==> config.mk <==
export PLATFORM = sky130hd
export DESIGN_NAME = parallel_to_serial
export DESIGN_NICKNAME = d
export VERILOG_FILES = /design/src/rtl/p2s_pkg.sv /design/src/rtl/p2s_hold_buf.sv /design/src/rtl/parallel_to_serial.sv
export SDC_FILE = /design/constraint.sdc
export NUM_CORES = 1
export LEC_CHECK = 0
export CAP_MARGIN = 0
export CORE_AREA = 2 2 39 41
export DETAILED_ROUTE_END_ITERATION = 7
export DIE_AREA = 0 0 41 43
export PLACE_DENSITY = 0.76
export SLEW_MARGIN = 10
export SYNTH_ARGS = -nofsm -noshare
export SYNTH_HDL_FRONTEND = slang
export SYNTH_SLANG_ARGS = --single-unit
==> constraint.sdc <==
create_clock -name clk -period 3.2 [get_ports clk]
set_clock_uncertainty 0.1 [all_clocks]
set_input_delay 0.64 -clock clk [delete_from_list [all_inputs] [get_ports clk]]
set_output_delay 0.64 -clock clk [all_outputs]
set_load 0.02 [all_outputs]
==> src/rtl/p2s_pkg.sv <==
// ---------------------------------------------------------------------------
// p2s_pkg
// Shared definitions for the parallel-to-serial converter and its optional
// hold buffer.
//   p2s_state_t          : two-state FSM encoding (IDLE, SHIFT)
//   P2S_DATA_W_DEFAULT   : default parallel word width
//   cnt_w()              : width of the bit counter for a given word width
// ---------------------------------------------------------------------------
package p2s_pkg;

  // FSM encoding shared by the top level and anything that inspects it
  typedef enum logic {
    IDLE  = 1'b0,
    SHIFT = 1'b1
  } p2s_state_t;

  localparam int P2S_DATA_W_DEFAULT = 8;

  // One bit wider than strictly needed so DATA_W-1 always fits with headroom
  function automatic int cnt_w(input int dataW);
    return $clog2(dataW) + 1;
  endfunction

endpackage : p2s_pkg

==> src/rtl/p2s_hold_buf.sv <==
// ---------------------------------------------------------------------------
// p2s_hold_buf
// One-entry hold buffer used by parallel_to_serial when the build defines
// P2S_HOLD_BUF_EN. Without that macro this module is not compiled at all.
// Ports:
//   i_clk     : clock, rising edge
//   i_rstn    : asynchronous active-low reset, empties the buffer
//   i_load    : capture i_data and mark the buffer full
//   i_unload  : mark the buffer empty (its word has moved to the shifter)
//   i_data    : word to hold
//   o_data    : held word
//   o_full    : buffer holds a word
// ---------------------------------------------------------------------------
`ifdef P2S_HOLD_BUF_EN
module p2s_hold_buf
  import p2s_pkg::*;
#(
  parameter int DATA_W = P2S_DATA_W_DEFAULT
) (
  input  logic              i_clk,
  input  logic              i_rstn,
  input  logic              i_load,
  input  logic              i_unload,
  input  logic [DATA_W-1:0] i_data,
  output logic [DATA_W-1:0] o_data,
  output logic              o_full
);

  logic [DATA_W-1:0] r_data;
  logic              r_full;

  // Load wins over unload; the top level never asks for both at once
  // because it stops accepting words while the buffer is full.
  always_ff @(posedge i_clk or negedge i_rstn) begin
    if (!i_rstn) begin
      r_data <= '0;
      r_full <= 1'b0;
    end else begin
      if (i_load) begin
        r_data <= i_data;
        r_full <= 1'b1;
      end else if (i_unload) begin
        r_full <= 1'b0;
      end
    end
  end

  assign o_data = r_data;
  assign o_full = r_full;

endmodule : p2s_hold_buf
`endif

==> src/rtl/parallel_to_serial.sv <==
// ---------------------------------------------------------------------------
// parallel_to_serial
// Serialises DATA_W-bit words MSB first with a valid/ready input handshake.
// The first bit of an accepted word appears on the cycle after acceptance.
// Build option: define P2S_HOLD_BUF_EN to add a one-entry hold buffer so
// consecutive words stream with no idle gap; otherwise a word is accepted
// only while idle.
// Ports:
//   clk          : clock, rising edge
//   rstn         : asynchronous active-low reset
//   din_parallel : word to serialise, sampled only on acceptance
//   din_valid    : din_parallel is valid
//   din_ready    : word accepted in any cycle with din_valid && din_ready
//   dout_serial  : serial bit (0 whenever dout_valid is low)
//   dout_valid   : dout_serial is valid
//   dout_last    : final bit of the current word
//   busy         : a word is shifting or waiting in the hold buffer
// ---------------------------------------------------------------------------
module parallel_to_serial
  import p2s_pkg::*;
#(
  parameter int DATA_W = P2S_DATA_W_DEFAULT
) (
  input  logic              clk,
  input  logic              rstn,
  input  logic [DATA_W-1:0] din_parallel,
  input  logic              din_valid,
  output logic              din_ready,
  output logic              dout_serial,
  output logic              dout_valid,
  output logic              dout_last,
  output logic              busy
);

  localparam int               CNT_W      = cnt_w(DATA_W);
  localparam logic [CNT_W-1:0] LAST_CNT   = CNT_W'(DATA_W - 1);
  localparam logic [CNT_W-1:0] PENULT_CNT = CNT_W'(DATA_W - 2);
  localparam logic [CNT_W-1:0] ONE_CNT    = CNT_W'(1);

  p2s_state_t        r_state;
  logic [DATA_W-1:0] r_shreg;
  logic [CNT_W-1:0]  r_bitCnt;
  logic              r_doutValid;
  logic              r_doutLast;
  logic              r_busy;
  logic              r_dinReady;

  logic              w_accept;
  logic              w_lastBit;
  logic              w_loadShifter;
  logic              w_nextShift;
  logic [DATA_W-1:0] w_loadData;

  assign w_accept  = din_valid && r_dinReady;
  assign w_lastBit = (r_state == SHIFT) && (r_bitCnt == LAST_CNT);

`ifdef P2S_HOLD_BUF_EN
  logic              w_bufLoad;
  logic              w_bufUnload;
  logic              w_bufFull;
  logic              w_bufFullNext;
  logic [DATA_W-1:0] w_bufData;

  // A word arriving mid-word parks in the buffer; on the last bit a parked
  // word moves straight into the shifter so its MSB follows with no gap.
  // A word arriving exactly on the last bit with the buffer empty skips the
  // buffer and goes directly into the shifter.
  assign w_bufLoad     = w_accept && (r_state == SHIFT) && !w_lastBit;
  assign w_bufUnload   = w_lastBit && w_bufFull;
  assign w_bufFullNext = (w_bufFull && !w_bufUnload) || w_bufLoad;
  assign w_loadShifter = ((r_state == IDLE) && w_accept) ||
                         (w_lastBit && (w_bufFull || w_accept));
  assign w_loadData    = w_bufUnload ? w_bufData : din_parallel;
  assign w_nextShift   = (r_state == IDLE) ? w_accept
                                           : (!w_lastBit || w_bufFull || w_accept);

  p2s_hold_buf #(
    .DATA_W(DATA_W)
  ) u_holdBuf (
    .i_clk   (clk),
    .i_rstn  (rstn),
    .i_load  (w_bufLoad),
    .i_unload(w_bufUnload),
    .i_data  (din_parallel),
    .o_data  (w_bufData),
    .o_full  (w_bufFull)
  );
`else
  // Without the buffer, words are only accepted while idle, so there is
  // always at least one idle cycle between consecutive words.
  assign w_loadShifter = (r_state == IDLE) && w_accept;
  assign w_loadData    = din_parallel;
  assign w_nextShift   = (r_state == IDLE) ? w_accept : !w_lastBit;
`endif

  // Single FSM block: state, shifter, counter and every output are
  // registered together. The shifter is cleared whenever no word is in
  // flight so its MSB can drive dout_serial directly and read 0 when idle.
  // din_ready is held low through reset and rises on the first edge after.
  always_ff @(posedge clk or negedge rstn) begin
    if (!rstn) begin
      r_state     <= IDLE;
      r_shreg     <= '0;
      r_bitCnt    <= '0;
      r_doutValid <= 1'b0;
      r_doutLast  <= 1'b0;
      r_busy      <= 1'b0;
      r_dinReady  <= 1'b0;
    end else begin
      r_state     <= w_nextShift ? SHIFT : IDLE;
      r_doutValid <= w_nextShift;

      if (w_loadShifter) begin
        r_shreg    <= w_loadData;
        r_bitCnt   <= '0;
        r_doutLast <= 1'b0;
      end else if ((r_state == SHIFT) && !w_lastBit) begin
        r_shreg    <= {r_shreg[DATA_W-2:0], 1'b0};
        r_bitCnt   <= r_bitCnt + ONE_CNT;
        r_doutLast <= (r_bitCnt == PENULT_CNT);
      end else begin
        r_shreg    <= '0;
        r_bitCnt   <= '0;
        r_doutLast <= 1'b0;
      end

`ifdef P2S_HOLD_BUF_EN
      r_busy     <= w_nextShift || w_bufFullNext;
      r_dinReady <= !w_bufFullNext;
`else
      r_busy     <= w_nextShift;
      r_dinReady <= !w_nextShift;
`endif
    end
  end

  assign dout_serial = r_shreg[DATA_W-1];
  assign dout_valid  = r_doutValid;
  assign dout_last   = r_doutLast;
  assign busy        = r_busy;
  assign din_ready   = r_dinReady;

endmodule : parallel_to_serial

==> results.cfg, run 1 <==
[status]
outcome = finished, final reports clean

[cts]
cts.path.max_buffers = 2
htree_num_levels = 1
cts_tree = built
post_cts_buffers = 0
clkTransAtPathRegs_ps = 90
clock-root-buffer = clkbuf_4
clk_latency_ps = 280
cts_hold_buf = 0
numCtsBuffers = 3
cts_num_sinks = 15
post_cts_resized = 0

[synthesis]
synthCells = 45
netlist_area_um2 = 617
synth_edf_count = 0
avgSynthCellArea_um2 = 13.7
synth_area_leader_cell = dfrtp_1
ys_seq_elements = 15
post-synth-top-count-cell = dfrtp_1
synth.distinct_cells = 19
synth_top_area_share_pct = 60.9
ys_top_cells_by_area = dfrtp_1, a32o_1, ha_1
yosysWarnings = 0
synth_flop_cell = dfrtp_1
synth_common_cells = dfrtp_1, a32o_1, nor3_1
ys_async_sr_fraction_pct = 100
syn_nets = 58
synth-seq-area-share_pct = 60.9

[die]
initial_core_util_pct = 44.6
core.rowCount = 14
coreArea_um2 = 1380
ioPinCount = 16
die_h_um = 43
dieArea_um2 = 1760
die_w_um = 41

[critical_path]
r2r_slack_ps = 1800
startpoint_type = flip-flop
slowest_delay_ps = 690
worstSetupPathType = reg -> out
cp_max_fo = 15
required_ps = 2460
worstSetupEndpointType = output pin
crit_path_top_delay_cell = clkdlybuf4s50_1
cp_num_buf_inv = 1
crit_family = buffers and inverters
arrival_ps = 1570
crit_chain = clkdlybuf4s50_1

[drt]
via_count = 403
via_per_inst = 5.23
wire_per_inst_um = 12.4
antenna_left = 0
drc = 0
drt_iter0_drc = 10
drtPass1Iterations = 4
wl_um = 956

[pwr]
switching_share_pct = 33.0
combPwrFrac_pct = 33.2
power.share.sequential_pct = 49.2
p_leak_nw = 0.395
ir_drop_mv = 0.374
power.density_nw_per_um2 = 749
clockPowerShare_pct = 17.7
p_int_uw = 398
p_switching_uw = 196

[sta]
relSlewSlack_pct = 56.8
hold_slack_ps = 388
setup_viol = 0
hold_viol_final = 0
slew_viol_final = 0
rsz0062_at_grt = false
fmax_mhz = 433
fin_crit_sh_pct = 72.2
worst_slew_pin_slew_ps = 646
fin_setup_tns_ps = 0
fin_crit_ps = 2310

[grt]
antenna_found_initial = 0
grt-ovfl-total = 0
grt_pass1_wl_um = 1590
grt_util_all_layers_pct = 13.9
grt_max_degree = 16
grt_pass1_vias = 372

[flow_run]
drv_cap = 0

[cells_and_area]
final_nets = 75
area_growth_pct = 28.6
drive_gt1_share_pct = 6.56
n_antenna_cell = 0

[worst_hold_path]
min_path_type = reg -> reg

[place]
gp_congestion = 0.638
io_buffers = 15
hpwl_um = 689
[cells by family after synthesis]
family	count (synthesis)	synth area share [%]
xor gates and xnor gates	1	1.42
AOI/OAI and AO/OA	9	13.4
buffers and inverters	5	4.46
and+or+nand+nor	12	14.2
muxes	1	1.62
DFF	15	60.9
adders and majority gates	2	4.06
[state kept, by name (all words and copies together) (netlist names)]
register,flops
dout_last,1
busy,1
r_shreg,8
r_bitCnt,4
din_ready,1
[per-stage QoR]
| stage | utilization, % | cells | power, mW | cell area [um^2] | worst slack (ps) |
|---|---|---|---|---|---|
| 5_1_grt | 57.3 | 77 | 0.632 | 793 | 790 |
| 4_1_cts | 57.3 | 77 | 0.601 | 793 | 879 |
| 3_3_place_gp | 55.4 | 73 | 0.488 | 767 | 1210 |
| 3_5_place_dp | 55.4 | 73 | 0.497 | 767 | 1190 |
| 2_1_floorplan | - | 45 | 0.425 | 617 | 1800 |
| 6_report | 57.3 | 77 | 0.594 | 793 | 888 |
[final cells by class]
cell class | instances | area, um^2
clock buffers | 4 | 26.3
fillers | 133 | 591
inverters | 2 | 7.51
multi-input cells | 25 | 214
flip-flops and latches | 15 | 375
well taps | 16 | 20.0
repair buffers | 15 | 150
[worst paths after layout]
kind / from / cells after the start / endpoint
worst max-delay path: busy / 1 / dout_valid
worst min-delay path: r_bitCnt[0] / 1 / r_bitCnt[0]
worst max register to register: busy / 2 / r_shreg[3]
worst min register to register: r_bitCnt[0] / 1 / r_bitCnt[0]
max in group asynchronous: rstn / 1 / r_bitCnt[1]
min in group asynchronous: rstn / 1 / r_bitCnt[0]
[metal layers]
metal | share of wire (%) | global-route usage (%) | wire [um]
met3 | 4.5 | 4.71 | 43
met4 | 1.0 | 10.0 | 10
met1 | 48 | 19.6 | 463
met2 | 46 | 17.2 | 439
met5 | 0 | 0 | 0
[layout by cell type (no fill, tap or decap)]
master           count
a21o_1               1
a21oi_1              1
a32o_1               7
and2_1               1
and3b_1              2
clkbuf_1             1
clkbuf_4             3
clkdlybuf4s50_1     15
dfrtp_1             15
ha_1                 2
inv_1                2
mux2i_1              1
nand2_1              1
nand3_1              1
nand3b_1             1
nand3b_4             1
nor2_1               1
nor3_1               3
or3b_1               1
xnor2_1              1
[power by group through the flow]
stage	sequential, mW	combinational [mW]	clock (mW)
final	0.292	0.197	0.105
after global routing	0.302	0.214	0.117
after CTS	0.293	0.200	0.109
after detailed placement	0.297	0.200	0
after global placement	0.295	0.193	0
after floorplan	0.296	0.128	0
No activity file was read; power rests on OpenSTA's default activity.
==> run 2: changes to the inputs <==
--- a/config.mk
+++ b/config.mk
@@ -6,10 +6,10 @@
 export NUM_CORES = 1
 export LEC_CHECK = 0
 export CAP_MARGIN = 0
-export CORE_AREA = 2 2 39 41
+export CORE_MARGIN = 1.5
+export CORE_UTILIZATION = 40
 export DETAILED_ROUTE_END_ITERATION = 7
-export DIE_AREA = 0 0 41 43
-export PLACE_DENSITY = 0.76
+export PLACE_DENSITY = 0.7
 export SLEW_MARGIN = 10
 export SYNTH_ARGS = -nofsm -noshare
 export SYNTH_HDL_FRONTEND = slang
==> constraint.sdc (replaced) <==
create_clock -name clk -period 2.1 [get_ports clk]
set_clock_uncertainty 0.1 [all_clocks]
set_input_delay 0.42 -clock clk [delete_from_list [all_inputs] [get_ports clk]]
set_output_delay 0.42 -clock clk [all_outputs]
set_load 0.02 [all_outputs]
==> results.cfg, run 2 (synthesis gave the netlist of run 1 again) <==
[cts]
clock-root-buffer = clkbuf_4
cts_tree = built
cts_num_sinks = 15
htree_num_levels = 1
numCtsBuffers = 3
cts.path.max_buffers = 2
cts_hold_buf = 0
clk_latency_ps = 270
clkTransAtPathRegs_ps = 90
post_cts_resized = 0
post_cts_buffers = 0

[die]
ioPinCount = 16
dieArea_um2 = 1790
coreArea_um2 = 1370
initial_core_util_pct = 45.1
die_w_um = 42.3
core.rowCount = 13
die_h_um = 42.3

[grt]
grt_max_degree = 16
grt_util_all_layers_pct = 13.6
grt-ovfl-total = 0
grt_pass1_vias = 422
antenna_found_initial = 0
grt_pass1_wl_um = 1810

[critical_path]
r2r_end = r_bitCnt[3]
arrival_ps = 1250
cp_num_buf_inv = 1
r2r_slack_ps = 720
slowest_delay_ps = 610
rr_startpoint = r_bitCnt[0]
crit_chain = clkdlybuf4s50_1
worstSetupEndpointType = output pin
ff2ff_path_depth = 3
crit_family = buffers and inverters
worstSetupPathType = reg -> out
crit_path_top_delay_cell = clkdlybuf4s50_1
cp_max_fo = 3
startpoint_type = flip-flop
required_ps = 1580

[drt]
drc = 0
via_per_inst = 5.47
drtPass1Iterations = 4
antenna_left = 0
drt_iter0_drc = 9
wl_um = 974
via_count = 427
wire_per_inst_um = 12.5

[sta]
relSlewSlack_pct = 78.6
setup_viol = 0
slew_viol_final = 0
fin_ws_ps = 332
hold_slack_ps = 346
fin_setup_tns_ps = 0
fin_crit_ps = 1770
worst_slew_pin_slew_ps = 321
fmax_mhz = 566
rsz0062_at_grt = false
hold_viol_final = 0
fin_crit_sh_pct = 84.2

[place]
place_ws_ps = 519
hpwl_um = 710
io_buffers = 15
gp_congestion = 0.705

[cells_and_area]
final_nets = 77
final_cell_mix = dfrtp_1, clkdlybuf4s50_1, a32o_1, nor3_1, clkbuf_4
drive_gt1_share_pct = 9.52
area_growth_pct = 30.8
n_antenna_cell = 0
largest_reg_flops = 8
largest_register = r_shreg
reg_top3 = r_shreg x8, r_bitCnt x4

[status]
outcome = finished, final reports clean

[pwr]
p_leak_nw = 0.405
ir_drop_mv = 0.537
power.density_nw_per_um2 = 1140

[flow_run]
drv_cap = 0

[worst_hold_path]
min_path_type = in -> async
==> run 2: cell count changes in the layout (fill, tap and decap cells not counted) <==
| cell | change |
|---|---|
| buf_4 | +2 |
==> run 2: worst max path at each step <==
stage                      from           to  slack [ps]  cells after the start
detailed placement    din_valid   r_shreg[2]         520                      3
global route               busy   dout_valid         270                      1
CTS                        busy   dout_valid         320                      1
floorplan           r_bitCnt[0]  r_bitCnt[3]         820                      3
global placement      din_valid   r_shreg[2]         510                      3
finish                     busy   dout_valid         330                      1
==> run 2: power by group <==
part / leakage (nW) / switching [mW] / total (mW) / internal, mW
sequential: 0.199 / 0.0528 / 0.422 / 0.369
combinational: 0.191 / 0.160 / 0.335 / 0.175
clock: 0.0150 / 0.0872 / 0.161 / 0.0736
==> run 2: routing by layer <==
metal	wire length [um]	vias to the layer above	GRT usage [%]
met2	456	13	21.8
met5	0	-	0
li1	-	200	-
met3	47	2	5.17
met1	457	212	16.1
met4	12	0	5.63
==> run 2: through the flow <==
stage	power, mW	instance area, um^2	utilization [%]	std cells
2_1_floorplan	0.647	617	-	45
3_3_place_gp	0.760	781	57.1	74
3_5_place_dp	0.768	781	57.1	74
4_1_cts	0.928	807	59.1	78
5_1_grt	0.986	807	59.1	78
6_report	0.917	807	59.1	78
==> run 2: area by class of cell <==
class | instances | area (um^2)
Tap cell | 15 | 18.8
Timing Repair Buffer | 17 | 165
Fill cell | 115 | 559
Sequential cell | 15 | 375
Clock buffer | 4 | 26.3
Inverter | 2 | 7.51
Multi-Input combinational cell | 25 | 214
==> run 3: changes to the inputs <==
==> constraint.sdc (replaced) <==
create_clock -name clk -period 1.5 [get_ports clk]
set_clock_uncertainty 0.1 [all_clocks]
set_input_delay 0.3 -clock clk [delete_from_list [all_inputs] [get_ports clk]]
set_output_delay 0.3 -clock clk [all_outputs]
set_load 0.02 [all_outputs]
==> results.cfg, run 3 (synthesis gave the netlist of run 1 again) <==
[die]
core.rowCount = 13
coreArea_um2 = 1370
dieArea_um2 = 1790
initial_core_util_pct = 45.1
die_w_um = 42.3
ioPinCount = 16
die_h_um = 42.3

[pwr]
ir_drop_mv = 0.568
power.density_nw_per_um2 = 1550
p_leak_nw = 0.416

[sta]
fin_setup_tns_ps = 0
setup_viol = 0
fin_ws_ps = 114
rsz0062_at_grt = false
fin_crit_sh_pct = 92.4
fin_crit_ps = 1390
hold_viol_final = 0
hold_slack_ps = 234
fmax_mhz = 721
relSlewSlack_pct = 77.4
slew_viol_final = 0
worst_slew_pin_slew_ps = 338

[status]
outcome = finished, final reports clean

[drt]
via_per_inst = 5.35
antenna_left = 0
drc = 0
wl_um = 951
drtPass1Iterations = 4
via_count = 417
drt_iter0_drc = 11
wire_per_inst_um = 12.2

[cells_and_area]
n_antenna_cell = 0
final_cells = 78
final_common_cell = dfrtp_1
final_nets = 77
final_cell_mix = dfrtp_1, clkdlybuf4s50_1, a32o_1, dlygate4sd2_1
largest_register = r_shreg
nFillCells = 129
drive_gt1_share_pct = 9.52
area_growth_pct = 29.8
regArea_um2 = 375
largest_reg_flops = 8
multiInputGateArea_um2 = 214
reg_top3 = r_shreg x8, r_bitCnt x4

[place]
gp_congestion = 0.690
io_buffers = 15
placedCellCount = 74
hpwl_um = 701
place_ws_ps = 38.5

[grt]
use_met1_pct = 17.9
grt_pass1_wl_um = 1750
grt-ovfl-total = 0
grt_busiest_layer = met1
grt_util_met3_pct = 6.90
grt_util_all_layers_pct = 13.3
met2_usage_pct = 17.8
antenna_found_initial = 0
grt_max_degree = 16
grt_pass1_vias = 406

[cts]
cts_hold_buf = 0
htree_num_levels = 1
cts.path.max_buffers = 2
clk_latency_ps = 270
cts_num_sinks = 15
clock-root-buffer = clkbuf_4
cts_tree = built
clkTransAtPathRegs_ps = 80
numCtsBuffers = 3
post_cts_buffers = 0
post_cts_resized = 5

[critical_path]
ff2ff_path_depth = 3
r2r_slack_ps = 120
crit_path_top_delay_cell = dfrtp_1
worstSetupPathType = reg -> out
cp_num_buf_inv = 1
arrival_ps = 990
crit_family = flip-flops
r2r_end = r_bitCnt[3]
slowest_delay_ps = 390
startpoint_type = flip-flop
required_ps = 1100
cp_max_fo = 3
crit_chain = dlygate4sd2_1
rr_startpoint = r_bitCnt[0]
worstSetupEndpointType = output pin

[flow_run]
drv_cap = 0

[worst_hold_path]
min_path_type = in -> async
[run 3: cell count changes in the layout (fill, tap and decap cells not counted), sizes merged]
cell | previous run | this run
clkdlybuf4s50 | 15 | 10
dlygate4sd2 | 0 | 5
[run 3: per-layer routing]
| metal | wire length (um) | vias to the layer above |
|---|---|---|
| met1 | 452 | 196 |
| met3 | 80 | 0 |
| li1 | - | 201 |
| met2 | 418 | 20 |
| met4 | 0 | 0 |
| met5 | 0 | - |
[run 3: worst max-delay path by stage]
stage,start,slack (ps),to,cells past startpoint
after global placement,din_valid,30,r_shreg[1],3
after global routing,busy,60,dout_valid,1
final,busy,110,busy,1
after detailed placement,din_valid,40,r_shreg[1],3
after floorplan,r_bitCnt[0],220,r_bitCnt[3],3
after CTS,busy,80,busy,1
[run 3: power by group]
group / internal [mW] / switching (mW) / leakage [nW]
sequential: 0.517 / 0.0752 / 0.199
combinational: 0.214 / 0.224 / 0.203
clock: 0.103 / 0.111 / 0.0150
total: 0.834 / 0.410 / 0.416
[run 3: stage by stage]
step                      instance area, um^2  utilization (%)  power (mW)
final                                     801             58.6        1.24
after detailed placement                  781             57.1        1.08
after CTS                                 801             58.6        1.27
after floorplan                           617                -       0.906
after global routing                      801             58.6        1.35
after global placement                    781             57.1        1.06
[run 3: area by class of cell]
type | count | share of cell area, %
Multi-Input combinational cell | 25 | 26.7
Inverter | 2 | 0.938
Sequential cell | 15 | 46.9
Tap cell | 15 | 2.34
Timing Repair Buffer | 17 | 19.8
Clock buffer | 4 | 3.28
